`src/rtl/axi4_a_split_pkg.sv`:
```
// Shared A-channel constants: atype encoding used by the combined-channel mux and splitter.
package axi4_a_split_pkg;
  localparam logic ATYPE_WRITE = 1'b1;
  localparam logic ATYPE_READ  = 1'b0;
endpackage

```
`src/rtl/axi4_a_split_fifo.sv`:
```
// Level-counted FIFO, registered head (>=1 cycle push-to-output); refuses pushes when full,
// even in a cycle that also pops.
module axi4_a_split_fifo #(
  parameter int WIDTH = 48,
  parameter int DEPTH = 2
) (
  input  logic                   clk_i,
  input  logic                   rst_ni,
  input  logic                   push_i,
  input  logic [WIDTH-1:0]       push_dat_i,
  input  logic                   pop_i,
  output logic [WIDTH-1:0]       head_dat_o,
  output logic                   full_o,
  output logic                   empty_o,
  output logic [$clog2(DEPTH):0] level_o
);
  localparam int PW = $clog2(DEPTH);
  localparam int LW = PW + 1;

  logic [WIDTH-1:0] mem_q [DEPTH];
  logic [WIDTH-1:0] mem_d [DEPTH];
  logic [PW-1:0]    wr_ptr_q, wr_ptr_d;
  logic [PW-1:0]    rd_ptr_q, rd_ptr_d;
  logic [LW-1:0]    level_q, level_d;
  logic             push_en, pop_en;

  assign full_o     = (level_q == LW'(DEPTH));
  assign empty_o    = (level_q == '0);
  assign level_o    = level_q;
  assign head_dat_o = mem_q[rd_ptr_q];
  assign push_en    = push_i && !full_o;
  assign pop_en     = pop_i && !empty_o;

  always_comb begin
    mem_d    = mem_q;
    wr_ptr_d = wr_ptr_q;
    rd_ptr_d = rd_ptr_q;
    level_d  = level_q;
    if (push_en) begin
      mem_d[wr_ptr_q] = push_dat_i;
      wr_ptr_d        = wr_ptr_q + PW'(1);
    end
    if (pop_en) begin
      rd_ptr_d = rd_ptr_q + PW'(1);
    end
    // Simultaneous push and pop leaves the level unchanged.
    case ({push_en, pop_en})
      2'b10:   level_d = level_q + LW'(1);
      2'b01:   level_d = level_q - LW'(1);
      default: level_d = level_q;
    endcase
  end

  // Payload storage carries no reset; the pointers alone define validity.
  always_ff @(posedge clk_i) begin
    mem_q <= mem_d;
  end

  always_ff @(posedge clk_i or negedge rst_ni) begin
    if (!rst_ni) begin
      wr_ptr_q <= '0;
      rd_ptr_q <= '0;
      level_q  <= '0;
    end else begin
      wr_ptr_q <= wr_ptr_d;
      rd_ptr_q <= rd_ptr_d;
      level_q  <= level_d;
    end
  end
endmodule

```
`src/rtl/axi4_a_split.sv`:
```
// Splits a combined A channel into AW/AR through independent FIFOs: 1-cycle minimum latency;
// aready_o reflects only the FIFO selected by atype_i, so a stalled direction never blocks the other.
module axi4_a_split
  import axi4_a_split_pkg::*;
#(
  parameter int AID_LEN    = 8,
  parameter int AADDR_LEN  = 32,
  parameter int FIFO_DEPTH = 2
) (
  input  logic                        aclk_i,
  input  logic                        arstn_i,
  input  logic [AID_LEN-1:0]          aid_i,
  input  logic [AADDR_LEN-1:0]        aaddr_i,
  input  logic [7:0]                  alen_i,
  input  logic                        atype_i,
  input  logic                        avalid_i,
  output logic                        aready_o,
  output logic [AID_LEN-1:0]          awid_o,
  output logic [AADDR_LEN-1:0]        awaddr_o,
  output logic [7:0]                  awlen_o,
  output logic                        awvalid_o,
  input  logic                        awready_i,
  output logic [AID_LEN-1:0]          arid_o,
  output logic [AADDR_LEN-1:0]        araddr_o,
  output logic [7:0]                  arlen_o,
  output logic                        arvalid_o,
  input  logic                        arready_i,
  output logic [$clog2(FIFO_DEPTH):0] aw_level_o,
  output logic [$clog2(FIFO_DEPTH):0] ar_level_o
);
  localparam int W = AID_LEN + AADDR_LEN + 8;

  logic [W-1:0] a_dat, aw_dat, ar_dat;
  logic         aw_full, ar_full, aw_empty, ar_empty;
  logic         aw_push, ar_push;

  assign a_dat    = {aid_i, aaddr_i, alen_i};
  assign aready_o = (atype_i == ATYPE_WRITE) ? !aw_full : !ar_full;
  assign aw_push  = avalid_i && aready_o && (atype_i == ATYPE_WRITE);
  assign ar_push  = avalid_i && aready_o && (atype_i == ATYPE_READ);

  assign awvalid_o                     = !aw_empty;
  assign arvalid_o                     = !ar_empty;
  assign {awid_o, awaddr_o, awlen_o}   = aw_dat;
  assign {arid_o, araddr_o, arlen_o}   = ar_dat;

  axi4_a_split_fifo #(.WIDTH(W), .DEPTH(FIFO_DEPTH)) u_aw_fifo (
    .clk_i      (aclk_i),
    .rst_ni     (arstn_i),
    .push_i     (aw_push),
    .push_dat_i (a_dat),
    .pop_i      (awvalid_o && awready_i),
    .head_dat_o (aw_dat),
    .full_o     (aw_full),
    .empty_o    (aw_empty),
    .level_o    (aw_level_o)
  );

  axi4_a_split_fifo #(.WIDTH(W), .DEPTH(FIFO_DEPTH)) u_ar_fifo (
    .clk_i      (aclk_i),
    .rst_ni     (arstn_i),
    .push_i     (ar_push),
    .push_dat_i (a_dat),
    .pop_i      (arvalid_o && arready_i),
    .head_dat_o (ar_dat),
    .full_o     (ar_full),
    .empty_o    (ar_empty),
    .level_o    (ar_level_o)
  );
endmodule

```
`config.mk`:
```
export PLATFORM = sky130hd
export DESIGN_NAME = axi4_a_split
export DESIGN_NICKNAME = d
export VERILOG_FILES = /design/src/rtl/axi4_a_split_pkg.sv /design/src/rtl/axi4_a_split_fifo.sv /design/src/rtl/axi4_a_split.sv
export SDC_FILE = /design/constraint.sdc
export NUM_CORES = 1
export LEC_CHECK = 0
export ABC_AREA = 1
export BUFFER_PORTS_ARGS = -buffer_cell sky130_fd_sc_hd__clkbuf_2
export CORE_MARGIN = 5
export CORE_UTILIZATION = 30
export CTS_CLUSTER_DIAMETER = 50
export DETAILED_ROUTE_END_ITERATION = 10
export PLACE_DENSITY = 0.57
export SKIP_CTS_REPAIR_TIMING = 1
export SLEW_MARGIN = 40
export SYNTH_ARGS = -nofsm -noshare
export SYNTH_HDL_FRONTEND = slang
export SYNTH_SLANG_ARGS = --single-unit
```
`constraint.sdc`:
```
create_clock -name aclk_i -period 4.1 [get_ports aclk_i]
set_input_delay 0.615 -clock aclk_i [delete_from_list [all_inputs] [get_ports aclk_i]]
set_output_delay 0.615 -clock aclk_i [all_outputs]
set_load 0.01 [all_outputs]
```
==> summary.txt, run 1 <==
status: completed
Yosys top cell by area: edfxtp_1
Max Clk Rate: 428 MHz
clock period minus worst slack: 2.34 ns
clock tree buffer depth: 2
H-tree levels: 4
YS warnings: 0
CTS root buf: clkbuf_16
Clk Latency, worst-skew pair: 0.42 ns
slowest CP cell: buf_4
Post-synth EDFFs: 192
fin cells: 1,061
count leader, synth: nand2_1
Synth Flop Type: edfxtp_1
floorplan row count: 57
met2 usage in global routing: 20.2%
slowest stage delay, CP: 0.49 ns
placed cell area: 0.00857 mm²
largest net degree at the start of global routing: 50
cts bufs inserted: 17
part of the power in registers: 43.4%
M1 GR Usage: 14.1%
unrepaired setup endpoints after global routing: no
post-layout instance area: 0.00910 mm²
reg-to-reg critical path startpoint: u_aw_fifo.level_o[0]
core area: 0.0244 mm²
power share of the combinational group: 31.0%
die area: 0.0281 mm²
CTS tree: built
Synth Cell Area: 0.00746 mm²
Post-route DRC: 0
synthesized flop and latch total: 200
final hold vios: 0
setup TNS: 0 ns
Die Y: 168 µm
CP Class: reg -> out
diode count: 0
via count: 4,464
mean post-synth cell area: 13.1 µm²
post-synth top area share: 77.3%
synth top area cells: edfxtp_1, nand2_1, dfrtp_1
Switching Share: 34.7%
startpoint types: flip-flop
ANT nets after route: 0
Req. time, crit path: 3.48 ns
Crit. End Element: primary output
Clk pwr share: 25.6%
clock skew: 0.00879 ns
Util after Layout: 37.3%
VDD IR max: 0.235 mV
Synth cell types: 13
nets: 782
vias in the first global route: 4,622
final worst slack: 1.76 ns
Crit. Startpoint: u_ar_fifo.rd_ptr_q
worst path arrival time: 1.72 ns
I/O Buffers: 156
Critical Path Fanout Max: 49
top cells by count, synth: nand2_1, edfxtp_1, inv_1
M3 GR Usage: 3.39%
GPL Wtd Cong: 0.728
IO Pins: 157
critical path's most frequent cell: nand2_1
Mapped Nets: 624
starting DRC count in detailed routing: 262
Synth Instances: 568
Final Cycle Share: 57.0%
Max-Cap Viols: 0
Wirelength per Cell: 15.2 µm
number of fill cells: 2,364
gr busiest metal: met2
Slew Viols, Final: 0
Total Wirelength: 16.2 mm
GR Overflow Total: 0
Hold Crit Class: in -> async
Setup Viol. Count Final: 0
Net Sw Power: 2.10 mW
width of the die: 168 µm
share of layout cells above drive strength 1: 26.9%
initial antenna violation count: 1
Tightest Pin Transition: 0.772 ns
Area Overhead vs Synth: 22.0%
Static Leak: 3.84 nW
DR pass1 iterations: 4
clock sinks: 200
crit-path cells: buf_4 -> nand2_1 -> nand2_1 -> clkbuf_2
Clock Pin Slew Worst Setup and Hold Paths: 0.07 ns
register area share after synthesis: 79.9%
first-pass GRT wire length: 25.4 mm
HPWL Detailed: 10.2 mm
detailed-route vias per instance: 4.21
total internal power: 3.96 mW
Slew headroom: 48.4%
Placed Cells: 1,031
Tot GR Track Use: 11.7%
Initial Util: 30.6%
DP Worst Slack: 1.82 ns
share of flip-flops with an asynchronous set or reset: 4.00%
Pwr per Cell Area: 666 mW/mm²
worst max-delay path, delay by kind of cell, from the launching register on:
family / cells / cell delay [ns]
buffers and inverters: 2 / 0.64
flip-flops: 1 / 0.39
AND/OR/NAND/NOR: 2 / 0.25
path summary, 6_finish.rpt:
kind / endpoint / slack, ns / cells after the start
setup reg to reg: u_aw_fifo.mem_q[77] / 2.02 / 5
min in group aclk_i: u_aw_fifo.mem_q[19] / 0.41 / 1
hold / removal: u_ar_fifo.level_o[0] / 0.04 / 1
max in group asynchronous: u_aw_fifo.rd_ptr_q / 3.84 / 1
hold reg to reg: u_aw_fifo.wr_ptr_q / 0.49 / 2
setup / recovery: arid_o[1] / 1.76 / 4
logic make-up (layout without fill, tap and decap cells):
kind of cell | count (synthesis) | in the layout | synth area share (%)
flip-flops | 200 | 200 | 79.9
buffers and inverters | 39 | 208 | 2.90
AND/OR/NAND/NOR | 325 | 325 | 16.6
XOR/XNOR | 2 | 2 | 0.235
adder cells (fa/ha/maj) | 2 | 2 | 0.335
cell usage in the layout (no fill, tap or decap), types with 4 or more instances in the layout:
master     netlist  layout
nand2_1        313     313
nand3_1          6       6
clkinv_2         0       6
clkbuf_16        0      17
nand4_1          4       4
inv_1           15      13
edfxtp_1       192     192
dfrtp_1          8       6
clkbuf_2         0     156
buf_4            2       4
per-stage QoR:
stage | power (mW) | hold slack [ns]
finish | 6.06 | 0.0422
detailed placement | 4.64 | 0.479
floorplan | 3.83 | 0.319
CTS | 6.21 | 0.0179
global route | 6.49 | 0.0210
global placement | 4.61 | 0.465
flip-flops by register name, summed over array words and instances (netlist names):
register / cells
u_ar_fifo.mem_q: 96
u_aw_fifo.mem_q: 96
u_aw_fifo.wr_ptr_q: 1
u_ar_fifo.level_o: 2
u_ar_fifo.rd_ptr_q: 1
u_aw_fifo.level_o: 2
u_ar_fifo.wr_ptr_q: 1
u_aw_fifo.rd_ptr_q: 1
final cells by class:
cell class | instances | area (µm²) | area share, %
Clock buffer | 17 | 425 | 4.67
Clock inverter | 13 | 106 | 1.17
Inverter | 17 | 71.3 | 0.784
Multi-Input combinational cell | 329 | 1290 | 14.2
Sequential cell | 200 | 5970 | 65.6
Tap cell | 324 | 405 | 4.45
Timing Repair Buffer | 161 | 831 | 9.13
routing by layer:
metal	vias up	part of all wire, %
met2	118	50
met5	-	0.080
met3	14	5.1
met1	2123	43
met4	2	1.3
li1	2207	-
power by group through the flow:
stage	clock [mW]	combinational, mW	sequential (mW)
after floorplan	0	1.16	2.67
after global placement	0	1.95	2.66
after detailed placement	0	1.96	2.67
after CTS	1.61	1.97	2.63
after global routing	1.70	2.14	2.65
final	1.55	1.88	2.63
Note: power is estimated with default switching activity, not from simulation.
==> run 2, diff against run 1 <==
--- a/config.mk
+++ b/config.mk
@@ -11,7 +11,7 @@
 export CORE_UTILIZATION = 30
 export CTS_CLUSTER_DIAMETER = 50
 export DETAILED_ROUTE_END_ITERATION = 10
-export PLACE_DENSITY = 0.57
+export PLACE_DENSITY = 0.59
 export SKIP_CTS_REPAIR_TIMING = 1
 export SLEW_MARGIN = 40
 export SYNTH_ARGS = -nofsm -noshare
==> constraint.sdc (replaced) <==
create_clock -name aclk_i -period 1.99 [get_ports aclk_i]
set_input_delay 0.2985 -clock aclk_i [delete_from_list [all_inputs] [get_ports aclk_i]]
set_output_delay 0.2985 -clock aclk_i [all_outputs]
set_load 0.01 [all_outputs]
==> run 2 against run 1 <==
Hold slack improved by 0.047 ns. Core utilization up 1.2 points. Sequential share of layout area decreased by 2.0 points. Combinational power is 130% higher. Critical path type unchanged. Final cell count rose by 1.4%. Non-clock buffer count is 13 higher.
==> summary.txt, run 2 (synthesis gave the netlist of run 1 again) <==
startpoint types: flip-flop
Slew Viols, Final: 0
Req. time, crit path: 1.69 ns
clock sinks: 200
Crit. End Element: primary output
slowest stage delay, CP: 0.52 ns
diode count: 0
Tot GR Track Use: 12.4%
Critical Path Fanout Max: 27
clock skew: 0.00834 ns
I/O Buffers: 156
slowest CP cell: dfrtp_2
Final Cycle Share: 94.7%
multi-input logic area: 0.00129 mm²
width of the die: 168 µm
GR Overflow Total: 0
post-layout instance area: 0.00939 mm²
IO Pins: 157
Static Leak: 3.95 nW
die area: 0.0281 mm²
DR pass1 iterations: 4
CP Class: reg -> out
share of layout cells above drive strength 1: 28.1%
Final Power: 13.2 mW
Die Y: 168 µm
Clk Latency, worst-skew pair: 0.42 ns
Max-Cap Viols: 0
sequential cell area: 0.00597 mm²
critical path's most frequent cell: nand2_1
nets: 795
Max Clk Rate: 531 MHz
Setup Viol. Count Final: 0
status: completed
initial antenna violation count: 0
Initial Util: 30.6%
CTS root buf: clkbuf_16
clock tree buffer depth: 2
largest net degree at the start of global routing: 37
cts bufs inserted: 17
vias in the first global route: 4,603
commonest non-fill, non-tap cell in the layout: nand2_1
placed cell area: 0.00875 mm²
first-pass GRT wire length: 26.5 mm
starting DRC count in detailed routing: 269
Post-route DRC: 0
floorplan row count: 57
VDD IR max: 0.691 mV
Total Wirelength: 17.3 mm
detailed-route vias per instance: 4.28
crit-path cells: buf_6 -> nand2_1 -> nand2_1 -> clkbuf_2
core area: 0.0244 mm²
Slew headroom: 74.9%
HPWL Detailed: 11.2 mm
reg2reg setup slack: 0.49 ns
Pwr per Cell Area: 1400 mW/mm²
GPL Wtd Cong: 0.725
Wirelength per Cell: 16.1 µm
Worst path top cell family by delay: flip-flops
ANT nets after route: 0
final hold vios: 0
Largest regs: u_ar_fifo.mem_q x96, u_aw_fifo.mem_q x96
via count: 4,601
CTS tree: built
Clock Pin Slew Worst Setup and Hold Paths: 0.08 ns
worst path bufs/invs: 2
Area Overhead vs Synth: 25.9%
number of fill cells: 2,331
worst path arrival time: 1.59 ns
most frequent cells in the layout: nand2_1, edfxtp_1, clkbuf_2, clkbuf_16, inv_1
clock period minus worst slack: 1.88 ns
Hold Crit Class: in -> reg
H-tree levels: 4
Tightest Pin Transition: 0.376 ns
run 2: cell count changes in the layout (fill, tap and decap cells not counted), sizes merged:
cell and delta:
clkinv -4, clkbuf +1, clkinvlp +4, inv +1, dlygate4sd3 +1, bufinv +1
buf +11
run 2: final timing paths:
check                                     start                   to  depth (start not counted)
max                          u_aw_fifo.rd_ptr_q         awaddr_o[14]                          4
min                                 aaddr_i[20]  u_aw_fifo.mem_q[76]                          1
max reg2reg                u_ar_fifo.level_o[0]   u_ar_fifo.mem_q[1]                          5
min reg2reg                  u_aw_fifo.wr_ptr_q   u_aw_fifo.wr_ptr_q                          2
max in group asynchronous               arstn_i   u_aw_fifo.rd_ptr_q                          2
min in group asynchronous               arstn_i   u_aw_fifo.wr_ptr_q                          2
run 2: area by class of cell:
type	count	share of cell area (%)
timing repair buffer	174	11.3
inverter	17	0.786
clock inverter	15	1.75
sequential	200	63.5
multi-input combinational	329	13.8
clock buffer	17	4.53
tap	324	4.32
run 2: layer usage:
metal	vias to the layer above	GRT usage (%)	wire, µm	share of wire [%]
li1	2242	-	-	-
met1	2219	15.9	7520	43
met2	118	20.2	8580	50
met3	22	3.37	851	4.9
met4	0	4.48	340	2.0
met5	-	0	0	0
run 2: report_power, final:
group          leakage [nW]  switching (mW)  internal (mW)
clock network         0.281            1.61           1.88
registers              1.85           0.202           5.24
logic                  1.82            2.81           1.44
total                  3.95            4.62           8.56
run 2: stage by stage:
| stage | cells | hold WS (ns) | worst slack (ns) | util, % | TNS, ns |
|---|---|---|---|---|---|
| detailed placement | 1042 | 0.178 | 0.462 | 35.9 | 0 |
| global placement | 1042 | 0.175 | 0.460 | 35.9 | 0 |
| global route | 1076 | 0.0602 | -0.00547 | 38.5 | -0.00547 |
| finish | 1076 | 0.0889 | 0.106 | 38.5 | 0 |
| CTS | 1074 | -0.293 | -0.0183 | 38.3 | -0.0183 |
| floorplan | 568 | 0.00291 | 0.102 | - | 0 |
